[src/rtl/sram_arbiter_pkg.sv]
// Shared op codes, FSM states and helpers for the SRAM arbiter.
package sram_arbiter_pkg;

  typedef enum logic [3:0] {
    MEM_NOP = 4'b0000,
    MEM_LW  = 4'b0001,
    MEM_LH  = 4'b0010,
    MEM_LHU = 4'b0011,
    MEM_LB  = 4'b0100,
    MEM_LBU = 4'b0101,
    MEM_SW  = 4'b0110,
    MEM_SH  = 4'b0111,
    MEM_SB  = 4'b1000
  } mem_op_e;

  typedef enum logic [1:0] {
    ST_IDLE      = 2'd0,
    ST_SERVE_IF  = 2'd1,
    ST_SERVE_MEM = 2'd2,
    ST_RELEASE   = 2'd3
  } arb_state_e;

  function automatic logic op_is_load(input mem_op_e op);
    return op inside {MEM_LW, MEM_LH, MEM_LHU, MEM_LB, MEM_LBU};
  endfunction

endpackage

[src/rtl/sram_arbiter_timer.sv]
// Wait counter for a granted SRAM access; flags expiry at TIMEOUT_CYCLES-1.
module sram_arb_timer #(
  parameter int unsigned TIMEOUT_CYCLES = 16
) (
  input  logic clk50,
  input  logic rst,
  input  logic clear_i,
  input  logic enable_i,
  output logic expired_o
);

  localparam int unsigned W = $clog2(TIMEOUT_CYCLES) + 1;

  logic [W-1:0] cnt_q, cnt_d;

  always_comb begin
    cnt_d = cnt_q;
    if (clear_i)       cnt_d = '0;
    else if (enable_i) cnt_d = cnt_q + W'(1);
  end

  always_ff @(posedge clk50 or negedge rst) begin
    if (!rst) cnt_q <= '0;
    else      cnt_q <= cnt_d;
  end

  assign expired_o = (cnt_q == W'(TIMEOUT_CYCLES - 1));

endmodule

[src/rtl/sram_arbiter.sv]
// Arbitrates instruction fetches and data accesses onto a single SRAM controller,
// with data priority bounded by a burst limit and a per-access timeout.
module sram_arbiter
  import sram_arbiter_pkg::*;
#(
  parameter int unsigned TIMEOUT_CYCLES = 16,
  parameter int unsigned DATA_BURST_MAX = 4
) (
  input  logic        clk50,
  input  logic        rst,
  input  logic        if_req_i,
  input  logic [19:0] if_addr_i,
  output logic [31:0] if_data_o,
  output logic        if_ack_o,
  input  logic        mem_req_i,
  input  logic [3:0]  mem_op_i,
  input  logic [19:0] mem_addr_i,
  input  logic [31:0] mem_wdata_i,
  output logic [31:0] mem_rdata_o,
  output logic        mem_ack_o,
  output logic        err_o,
  output logic        stall_o,
  output logic [19:0] ramAddr_o,
  output logic [31:0] storeData_o,
  output logic [3:0]  ramOp_o,
  input  logic [31:0] loadData_i,
  input  logic        success_i
);

  localparam int unsigned BW = $clog2(DATA_BURST_MAX + 1);

  arb_state_e    state_q, state_d;
  mem_op_e       ram_op_q, ram_op_d;
  logic [19:0]   ram_addr_q, ram_addr_d;
  logic [31:0]   store_data_q, store_data_d;
  logic [31:0]   if_data_q, if_data_d;
  logic [31:0]   mem_rdata_q, mem_rdata_d;
  logic          if_ack_q, if_ack_d;
  logic          mem_ack_q, mem_ack_d;
  logic          err_q, err_d;
  logic [BW-1:0] burst_q, burst_d;

  logic timer_clr, timer_en, timer_expired;
  logic mem_valid, fetch_wins;

  sram_arb_timer #(
    .TIMEOUT_CYCLES(TIMEOUT_CYCLES)
  ) u_timer (
    .clk50    (clk50),
    .rst      (rst),
    .clear_i  (timer_clr),
    .enable_i (timer_en),
    .expired_o(timer_expired)
  );

  assign mem_valid  = mem_req_i && (mem_op_i != MEM_NOP);
  // Data normally wins; a pending fetch takes over once the burst limit is reached.
  assign fetch_wins = if_req_i && (!mem_valid || (burst_q == BW'(DATA_BURST_MAX)));

  always_comb begin
    state_d      = state_q;
    ram_op_d     = ram_op_q;
    ram_addr_d   = ram_addr_q;
    store_data_d = store_data_q;
    if_data_d    = if_data_q;
    mem_rdata_d  = mem_rdata_q;
    if_ack_d     = 1'b0;
    mem_ack_d    = 1'b0;
    err_d        = 1'b0;
    burst_d      = burst_q;
    timer_clr    = 1'b0;
    timer_en     = 1'b0;

    unique case (state_q)
      ST_IDLE: begin
        if (fetch_wins) begin
          state_d      = ST_SERVE_IF;
          ram_op_d     = MEM_LW;
          ram_addr_d   = if_addr_i;
          store_data_d = '0;
          burst_d      = '0;
          timer_clr    = 1'b1;
        end else if (mem_valid) begin
          state_d      = ST_SERVE_MEM;
          ram_op_d     = mem_op_e'(mem_op_i);
          ram_addr_d   = mem_addr_i;
          store_data_d = mem_wdata_i;
          timer_clr    = 1'b1;
          if (!if_req_i)                            burst_d = '0;
          else if (burst_q != BW'(DATA_BURST_MAX))  burst_d = burst_q + BW'(1);
        end else if (!if_req_i) begin
          burst_d = '0;
        end
      end
      ST_SERVE_IF, ST_SERVE_MEM: begin
        timer_en = 1'b1;
        // Success takes precedence over a simultaneous timeout.
        if (success_i || timer_expired) begin
          state_d  = ST_RELEASE;
          ram_op_d = MEM_NOP;
          err_d    = !success_i;
          if (state_q == ST_SERVE_IF) begin
            if_ack_d  = 1'b1;
            if_data_d = success_i ? loadData_i : '0;
          end else begin
            mem_ack_d = 1'b1;
            if (!success_i)                mem_rdata_d = '0;
            else if (op_is_load(ram_op_q)) mem_rdata_d = loadData_i;
          end
        end
      end
      ST_RELEASE: state_d = ST_IDLE;
      default:    state_d = ST_IDLE;
    endcase
  end

  always_ff @(posedge clk50 or negedge rst) begin
    if (!rst) begin
      state_q      <= ST_IDLE;
      ram_op_q     <= MEM_NOP;
      ram_addr_q   <= '0;
      store_data_q <= '0;
      if_data_q    <= '0;
      mem_rdata_q  <= '0;
      if_ack_q     <= 1'b0;
      mem_ack_q    <= 1'b0;
      err_q        <= 1'b0;
      burst_q      <= '0;
    end else begin
      state_q      <= state_d;
      ram_op_q     <= ram_op_d;
      ram_addr_q   <= ram_addr_d;
      store_data_q <= store_data_d;
      if_data_q    <= if_data_d;
      mem_rdata_q  <= mem_rdata_d;
      if_ack_q     <= if_ack_d;
      mem_ack_q    <= mem_ack_d;
      err_q        <= err_d;
      burst_q      <= burst_d;
    end
  end

  assign ramOp_o     = ram_op_q;
  assign ramAddr_o   = ram_addr_q;
  assign storeData_o = store_data_q;
  assign if_data_o   = if_data_q;
  assign mem_rdata_o = mem_rdata_q;
  assign if_ack_o    = if_ack_q;
  assign mem_ack_o   = mem_ack_q;
  assign err_o       = err_q;
  assign stall_o     = (if_req_i & ~if_ack_q) | (mem_valid & ~mem_ack_q);

endmodule

[config.mk]
export PLATFORM = sky130hd
export DESIGN_NAME = sram_arbiter
export DESIGN_NICKNAME = d
export VERILOG_FILES = /design/src/rtl/sram_arbiter_pkg.sv /design/src/rtl/sram_arbiter_timer.sv /design/src/rtl/sram_arbiter.sv
export SDC_FILE = /design/constraint.sdc
export NUM_CORES = 1
export LEC_CHECK = 0
export ABC_AREA = 1
export BUFFER_PORTS_ARGS = -buffer_cell sky130_fd_sc_hd__buf_2
export CAP_MARGIN = 20
export CORE_MARGIN = 4
export CORE_UTILIZATION = 48
export CTS_CLUSTER_DIAMETER = 200
export DETAILED_ROUTE_END_ITERATION = 10
export GPL_TIMING_DRIVEN = 1
export HOLD_SLACK_MARGIN = 0.12
export PLACE_DENSITY = 0.8
export SLEW_MARGIN = 20
export SYNTH_ARGS = -nofsm -noshare
export SYNTH_HDL_FRONTEND = slang
export SYNTH_HIERARCHICAL = 1
export SYNTH_SLANG_ARGS = --single-unit
[constraint.sdc]
create_clock -name clk50 -period 2.2 [get_ports clk50]
set_clock_uncertainty 0.2 [all_clocks]
set_input_delay 0.33 -clock clk50 [delete_from_list [all_inputs] [get_ports clk50]]
set_output_delay 0.33 -clock clk50 [all_outputs]
set_load 0.01 [all_outputs]
=== Word level (Yosys, flattened, before mapping) ===
Cells that the tools add are included.

* Register bits: 133
* Bits of input ports: 113
* Output and inout port bits: 124
* Word-level logic and storage cells: 88

* Add/sub/neg operators: 2
* Equal/unequal tests: 16
* Muxes and demuxes: 34
* Bitwise gates (word level): 6
* Reductions and logical operators: 19

{| class="wikitable"
|+ Operators with widths
! kind !! number
|-
| $mux W32 || 5
|-
| $mux W20 || 2
|-
| $mux W3 || 5
|-
| $mux W1 || 12
|-
| $mux W4 || 3
|-
| $mux W5 || 2
|-
| $reduce_and A3 Y1 || 3
|-
| $eq A4 B2 Y1 const B || 2
|-
| $eq A4 B3 Y1 const B || 2
|-
| $pmux W4 S2 || 1
|-
| $mux W2 || 3
|-
| $ne A3 B1 Y1 const B || 2
|-
| $ne A3 B3 Y1 const B || 2
|-
| $pmux W2 S3 || 1
|-
| $reduce_bool A2 Y1 || 3
|-
| $add A5 B1 Y5 const B || 1
|-
| $eq A5 B4 Y1 const B || 1
|-
| $reduce_bool A5 Y1 || 1
|-
| $eq A2 B2 Y1 const B || 2
|-
| $eq A4 B1 Y1 const B || 1
|-
| $reduce_and A2 Y1 || 2
|-
| $reduce_and A4 Y1 || 1
|-
| $reduce_bool A4 Y1 || 1
|-
| $add A3 B1 Y3 const B || 1
|-
| other kinds (12) || 18
|}

=== Depth between registers and ports, before layout ===
Gate-level depths: netlist of run 1.

* Depth after elaboration: 8
* Mapped depth: 11
* Gate-level depth less buffers: 11

=== Modules after synthesis ===
Netlist of run 1, hierarchy kept.

{| class="wikitable"
|+ By module, submodules not included
! module !! instances !! cells each !! area each (µm²) !! seq. area each (µm²)
|-
| sram_arbiter || 1 || 616 || 5342.6 || 3203.1
|-
| sram_arb_timer || 1 || 31 || 264.0 || 125.1
|}

=== Worst setup path after synthesis of run 1 ===
OpenSTA, ideal clock, no wires.

* Kind: reg2reg
* Start point: register state_q[0]
* End point: register mem_rdata_q[4] (netlist: mem_rdata_o[4])
* Library setup time: 0.126 ns
* Arrival: 1.547 ns
* Data required time: 1.874 ns
* Slack: 0.327 ns
* Stages on the path, launching flop included: 9
* Path buffers: 1
* Clock period less this slack: 1.873 ns
* Cell sequence: dfrtp_1 > inv_1 > ha_1 > inv_2 > nor3_4 > nand2_2 > buf_2 > nand2_1 > o21ai_0

* Word-level cells in the longest chain between the ends: 3
* Elaborated cells between the ends (all ways): 5
* Those cells by class: eq/ne (2); bitwise (1); reduce/logical (2)

{| class="wikitable"
|+ RTL lines
! element !! line !! text
|-
| from (decl) || sram_arbiter.sv:32 || <nowiki>arb_state_e state_q, state_d;</nowiki>
|-
| from (signal assigned) || sram_arbiter.sv:130 || <nowiki>state_q <= state_d;</nowiki>
|-
| $eq A2 B1 Y1 or $eq A2 B2 Y1 (tied branches) || sram_arbiter.sv:74, sram_arbiter.sv:102 ||
|-
| $reduce_or A2 Y1 or $not A1 Y1 (tied branches) || n/a ||
|-
| $reduce_and A4 Y1 (no source line) * || n/a ||
|-
| to (signal assigned) || sram_arbiter.sv:135 || <nowiki>mem_rdata_q <= mem_rdata_d;</nowiki>
|-
| to (decl) || sram_arbiter.sv:37 || <nowiki>logic [31:0] mem_rdata_q, mem_rdata_d;</nowiki>
|}

Mark *: on every way between the ends. The rest lies on a longest branch, timed or not.
A chain may end at the register's enable or synchronous reset.

=== Final worst setup path of run 1 ===
* Start point: input mem_op_i[0]
* End point: output stall_o

* Word-level cells in the longest chain between the ends: 4

{| class="wikitable"
|+ RTL lines
! element !! line !! text
|-
| from (decl) || sram_arbiter.sv:16 || <nowiki>input logic [3:0] mem_op_i,</nowiki>
|-
| $reduce_bool A4 Y1 || sram_arbiter.sv:56 || <nowiki>assign mem_valid = mem_req_i && (mem_op_i != MEM_NOP);</nowiki>
|-
| $logic_and A1 B1 Y1 || sram_arbiter.sv:56 ||
|-
| $and A1 B1 Y1 || sram_arbiter.sv:151 || <nowiki>assign stall_o = (if_req_i & ~if_ack_q) | (mem_valid & ~mem_ack_q);</nowiki>
|-
| $or A1 B1 Y1 || sram_arbiter.sv:151 ||
|-
| to (decl) || sram_arbiter.sv:22 || <nowiki>output logic stall_o,</nowiki>
|}

Every way passes these cells.

==> metrics, run 1 <==
Syn Std Cell Area 5610 µm²; cell breakdown of the critical path dlygate4sd3_1 > buf_2 > nor2_1 > nand2_1 > nand2_2 > o22ai_1 > buf_2; DIE WIDTH 116 µm; static leakage 4.77 nW; Root Driver clkbuf_16; Pwr per Cell Area 1330 nW/µm²; critical path peak fanout 3; Clk Latency, worst-skew pair 0.40 ns; CTS Buffer Depth 2; vias in the first global route 6133; total grt overflow 0; slowest CP cell dlygate4sd3_1; Buffers on Ports 236; CP Capture Type output pin; Avg Cell Area, Syn 8.67 µm²; Yosys top cell by area dfrtp_1; commonest cells after routing, fill and taps aside 290 x nand2_1, 235 x buf_2, 133 x dfrtp_1; Power, Total 11.5 mW; largest net degree at the start of global routing 65; # setup viols final 0; Synth Warn # 6; DP Wirelength 11000 µm; H-tree levels 4; fin crit period 2.11 ns; worst-margin pin slew 0.496 ns; Final Max Tran Viols 0; FMAX 0.474 GHz; Wirelength per Cell 16.8 µm; vias per inst 5.22; Slew headroom 0.670; worst min-delay path class input port to flip-flop; CTS tree yes; #FFs+latches synth 133; GPL Wtd Cong 0.797; Initial DRC Count 500; CP delay by family, top buffers and inverters; Synthesized Nets 767; Core Area 11400 µm²; # clock sinks 133; first-pass GRT wire length 30600 µm; DRC Markers 0; Fin. Hold Viols 0; Final Cycle Share 0.958; Starting Density 0.491; full die area 13500 µm²; status complete, no violations; Critical Path AT 1.58 ns; drt first pass iters 5; final wirelength 19300 µm; Syn-to-layout area delta 54.7%; Peak VDD IR 0.808 mV; max_cap viols 0; post-layout util 0.760; antenna viol nets, final 0; initial antenna violation count 1; Top cell by count, worst path buf_2; IO Pins 237; WP buf/inv 3; Post-Synthesis Cells 647; Worst path max stage delay 0.55 ns; Overall Global Routing Usage 0.296; Setup TNS Final 0 ns; clock buffer count from CTS 17; synth top area cells dfrtp_1 59%, nand2_1 20%, nand3_1 5.5%; Seq/Total Area, Yosys 0.594; Yosys top cell area share 0.594; Die Span Y 116 µm; FP Rows 39; critical path type input port to output pin; nets@finish 1111; vias 6008; Clk pin slew, worst setup/hold paths 0.06 ns; Setup Buffers After CTS 0; Distinct cells, synth 25; Critical Path Start Type input port; Critical Path RT 1.67 ns; layout cells sized above 1 0.295; most common cell after layout, fill and taps aside nand2_1
per-stage QoR:
stage	instances	worst slack, ns	instance area, µm²	hold slack [ns]
after floorplan	647	0.327	5610	-0.166
after global placement	1006	0.259	6960	0.0379
after detailed placement	1006	0.207	6960	0.0406
after CTS	1147	0.0332	8650	0.131
after global routing	1148	-0.00976	8670	0.130
final	1150	0.0917	8680	0.117
synth_stat cells:
cell type	n
nand3_2	1
nor2_2	2
nor3_1	1
o21ai_1	29
dfrtp_1	133
inv_2	2
nand3_1	62
nand2_1	292
o21ai_0	44
nand2_2	1
xor2_1	1
nor2_4	1
o22ai_1	1
ha_1	7
inv_1	16
nor3_4	1
o21a_1	1
nor2_1	9
a21oi_1	4
buf_2	26
clkbuf_1	7
clkbuf_2	1
a21boi_4	1
buf_4	3
buf_6	1
flip-flops by register name, indices dropped and copies added, names as in the netlist, 2 cells and up:
| signal | cells |
|---|---|
| u_timer/cnt_q | 5 |
| if_data_o | 32 |
| ramOp_o | 4 |
| state_q | 2 |
| ramAddr_o | 20 |
| burst_q | 3 |
| storeData_o | 32 |
| mem_rdata_o | 32 |
cell families after synthesis:
kind of cell               share of synthesized area
DFF                                            0.594
xor gates and xnor gates                     0.00156
and+or+nand+nor                                0.268
buffers and inverters                         0.0469
AOI/OAI and AO/OA                             0.0745
adders and majority gates                     0.0156
worst reg2reg max path, stage by stage (launching register included):
cell	delay (ns)
dfrtp_1	0.36
ha_1	0.17
nand2_1	0.05
nor2_1	0.09
ha_1	0.23
nor2_4	0.06
nor2_1	0.18
nand2_4	0.14
buf_12	0.19
nand2_1	0.09
o21ai_0	0.11
report_power, final:
group	switching, mW	internal [mW]	leakage, nW	total [mW]
logic	2.78	1.74	2.76	4.52
registers	0.621	3.52	1.72	4.14
clock network	1.07	1.81	0.285	2.88
total	4.47	7.07	4.77	11.5
final timing paths:
kind,to,from,cells past startpoint,slack (ns)
worst max-delay path,stall_o,mem_op_i[0],7,0.09
min in group asynchronous,ramAddr_o[7],rst,2,0.17
worst max register to register,if_data_o[29],u_timer/cnt_q[0],10,0.20
worst min register to register,ramAddr_o[1],ramAddr_o[1],2,0.28
max in group asynchronous,if_ack_o,rst,3,0.94
worst min-delay path,mem_ack_o,success_i,3,0.12
area by class of cell:
cell class / count / area (µm²)
Clock inverter: 13 / 158
Timing Repair Buffer: 363 / 2460
Sequential cell: 133 / 3330
Inverter: 18 / 70.1
Clock buffer: 19 / 443
Multi-Input combinational cell: 458 / 2030
Fill cell: 752 / 2740
Antenna cell: 3 / 7.51
Tap cell: 143 / 179
routing by layer:
metal  global-route usage  wire length [µm]
met5                    0                 0
met4                0.231              1580
met3               0.0621              1120
met2                0.496              9780
met1                0.327              6850
repair_timing:
| action | in CTS | in global routing |
|---|---|---|
| endpoints found under the hold margin | 253 | 0 |
| endpoints found under the setup margin | 0 | 56 |
| gates resized for setup | 0 | 5 |
| hold buffers | 109 | 0 |
No activity file was read; power rests on OpenSTA's default activity.
==> run 2, diff against run 1 <==
--- a/config.mk
+++ b/config.mk
@@ -14,7 +14,7 @@
 export DETAILED_ROUTE_END_ITERATION = 10
 export GPL_TIMING_DRIVEN = 1
 export HOLD_SLACK_MARGIN = 0.12
-export PLACE_DENSITY = 0.8
+export PLACE_DENSITY = 0.84
 export SLEW_MARGIN = 20
 export SYNTH_ARGS = -nofsm -noshare
 export SYNTH_HDL_FRONTEND = slang
==> run 2 against run 1 <==
Via count increased by 0.30%; combinational power up 1%; cell count fell by 0.26%; routed wire length is 0.28% lower; setup slack worse by 0.067 ns; largest cell class unchanged; highest routed layer unchanged.
==> metrics, run 2 (synthesis gave the netlist of run 1 again) <==
max_cap viols 0 (unchanged); worst-margin pin slew 0.415 ns (was 0.496 ns); DRC Markers 0 (unchanged); r2r endpoint ramAddr_o[3] (was if_data_o[29]); vias per inst 5.25 (was 5.22); final wirelength 19300 µm (about the same); Clk pin slew, worst setup/hold paths 0.05 ns (was 0.06 ns); total grt overflow 0 (unchanged); clock buffer count from CTS 17 (unchanged); Pwr per Cell Area 1320 nW/µm² (was 1330 nW/µm²); initial antenna violation count 3 (was 1); GPL Wtd Cong 0.828 (was 0.797); static leakage 4.79 nW (was 4.77 nW); Initial DRC Count 551 (was 500); Buffers on Ports 236 (unchanged); CTS Buffer Depth 2 (unchanged); Setup WS pre-CTS 0.230 ns (was 0.207 ns); Setup TNS Final 0 ns (unchanged); worst flop-to-flop path startpoint burst_q[0] (was u_timer/cnt_q[0]); commonest cells after routing, fill and taps aside 288 x nand2_1, 231 x buf_2, 133 x dfrtp_1 (was 290 x nand2_1, 235 x buf_2, 133 x dfrtp_1); layout cells sized above 1 0.301 (was 0.295); vias in the first global route 6066 (was 6133); Critical Path Start Type input port (unchanged); full die area 13500 µm² (unchanged); Root Driver clkbuf_16 (unchanged); Final Cycle Share 0.989 (was 0.958); drt first pass iters 5 (unchanged); most common cell after layout, fill and taps aside nand2_1 (unchanged); fin crit period 2.18 ns (was 2.11 ns); DP Wirelength 11000 µm (about the same); vias 6026 (was 6008); Fin. Hold Viols 0 (unchanged); nets@finish 1108 (was 1111); critical path type input port to flip-flop (was input port to output pin); CP Capture Type flip-flop (was output pin); first-pass GRT wire length 29400 µm (was 30600 µm); largest net degree at the start of global routing 66 (was 65); status complete, no violations (unchanged); critical path peak fanout 7 (was 3); Clk Latency, worst-skew pair 0.41 ns (was 0.40 ns); Syn-to-layout area delta 54.7% (about the same); Power, Total 11.4 mW (was 11.5 mW); Critical Path RT 2.30 ns (was 1.67 ns); Starting Density 0.491 (unchanged); # setup viols final 0 (unchanged); antenna viol nets, final 0 (unchanged); Die Span Y 116 µm (unchanged); # clock sinks 133 (unchanged); Wirelength per Cell 16.8 µm (about the same); Placed Cells 1004 (was 1006); Peak VDD IR 0.870 mV (was 0.808 mV); R2R depth 11 (was 10); r2r setup slk 0.03 ns (was 0.20 ns); Worst Setup SP mem_op_i[0] (unchanged); IO Pins 237 (unchanged); Final Max Tran Viols 0 (unchanged); FP Rows 39 (unchanged); final worst slack 0.0248 ns (was 0.0917 ns); Overall Global Routing Usage 0.282 (was 0.296); Worst setup endpoint ramAddr_o[3] (was stall_o); H-tree levels 4 (unchanged); worst min-delay path class input port to flip-flop (unchanged); Critical Path AT 2.27 ns (was 1.58 ns); CTS tree yes (unchanged); DIE WIDTH 116 µm (unchanged); Core Area 11400 µm² (unchanged); FMAX 0.460 GHz (was 0.474 GHz); fin cells 1147 (was 1150); Slew headroom 0.723 (was 0.670)
==> run 2: cell count changes in the layout (fill, tap and decap cells not counted), sizes merged <==
cell          before  now
buf              254  253
bufinv             3    1
clkbuf            19   24
clkinv             6    5
clkinvlp           4    1
dlygate4sd3      109  104
dlymetal6s4s       0    3
inv               18   19
==> run 2: final cells by class <==
| type | instances | area (µm²) |
|---|---|---|
| repair buffers | 360 | 2460 |
| multi-input cells | 458 | 2050 |
| flip-flops and latches | 133 | 3330 |
| diodes | 3 | 7.51 |
| clock buffers | 24 | 502 |
| clock inverters | 8 | 71.3 |
| well taps | 143 | 179 |
| fillers | 691 | 2750 |
| inverters | 18 | 67.6 |
==> run 2: worst min path at each step <==
stage                             start         endpoint  slack [ns]  depth (start not counted)
final                     if_addr_i[14]    ramAddr_o[14]        0.07                          5
after global routing      if_addr_i[12]    ramAddr_o[12]        0.13                          5
after detailed placement            rst    if_data_o[12]        0.07                          1
after global placement              rst    if_data_o[12]        0.07                          1
after floorplan                     rst       burst_q[0]       -0.17                          0
after CTS                           rst  mem_rdata_o[17]        0.20                          2
==> run 2: power breakdown <==
group	switching [mW]	total [mW]	leakage [nW]	internal [mW]
combinational	2.79	4.57	2.79	1.79
clock	0.998	2.69	0.286	1.70
sequential	0.626	4.15	1.72	3.52
total	4.41	11.4	4.79	7.00
==> run 2: per-layer routing <==
| layer | wire [µm] | track usage |
|---|---|---|
| met1 | 6950 | 0.310 |
| met2 | 9900 | 0.474 |
| met3 | 1080 | 0.0674 |
| met4 | 1360 | 0.210 |
| met5 | 0 | 0 |
==> run 2: critical path: stages <==
cell and delay, ns:
dlygate4sd3_1 0.58, nor2_2 0.12, nand2_2 0.09, nand3_4 0.11
nand2_4 0.07, buf_4 0.17, nand2_1 0.07, nand2_1 0.05
dlygate4sd3_1 0.55, nand2_1 0.06, nand2_1 0.06
==> run 2: through the flow <==
step	util	instance area, µm²	hold slack (ns)
global route	0.760	8670	0.129
CTS	0.755	8620	0.204
detailed placement	0.609	6950	0.0694
floorplan	-	5610	-0.166
finish	0.760	8670	0.0661
global placement	0.609	6950	0.0704
==> run 2: what timing repair did <==
action | in CTS | in global routing
buffers inserted | 0 | 4
endpoints found under the hold margin | 254 | 1
gates resized for setup | 0 | 19
endpoints found under the setup margin | 0 | 15
hold buffers | 110 | 1
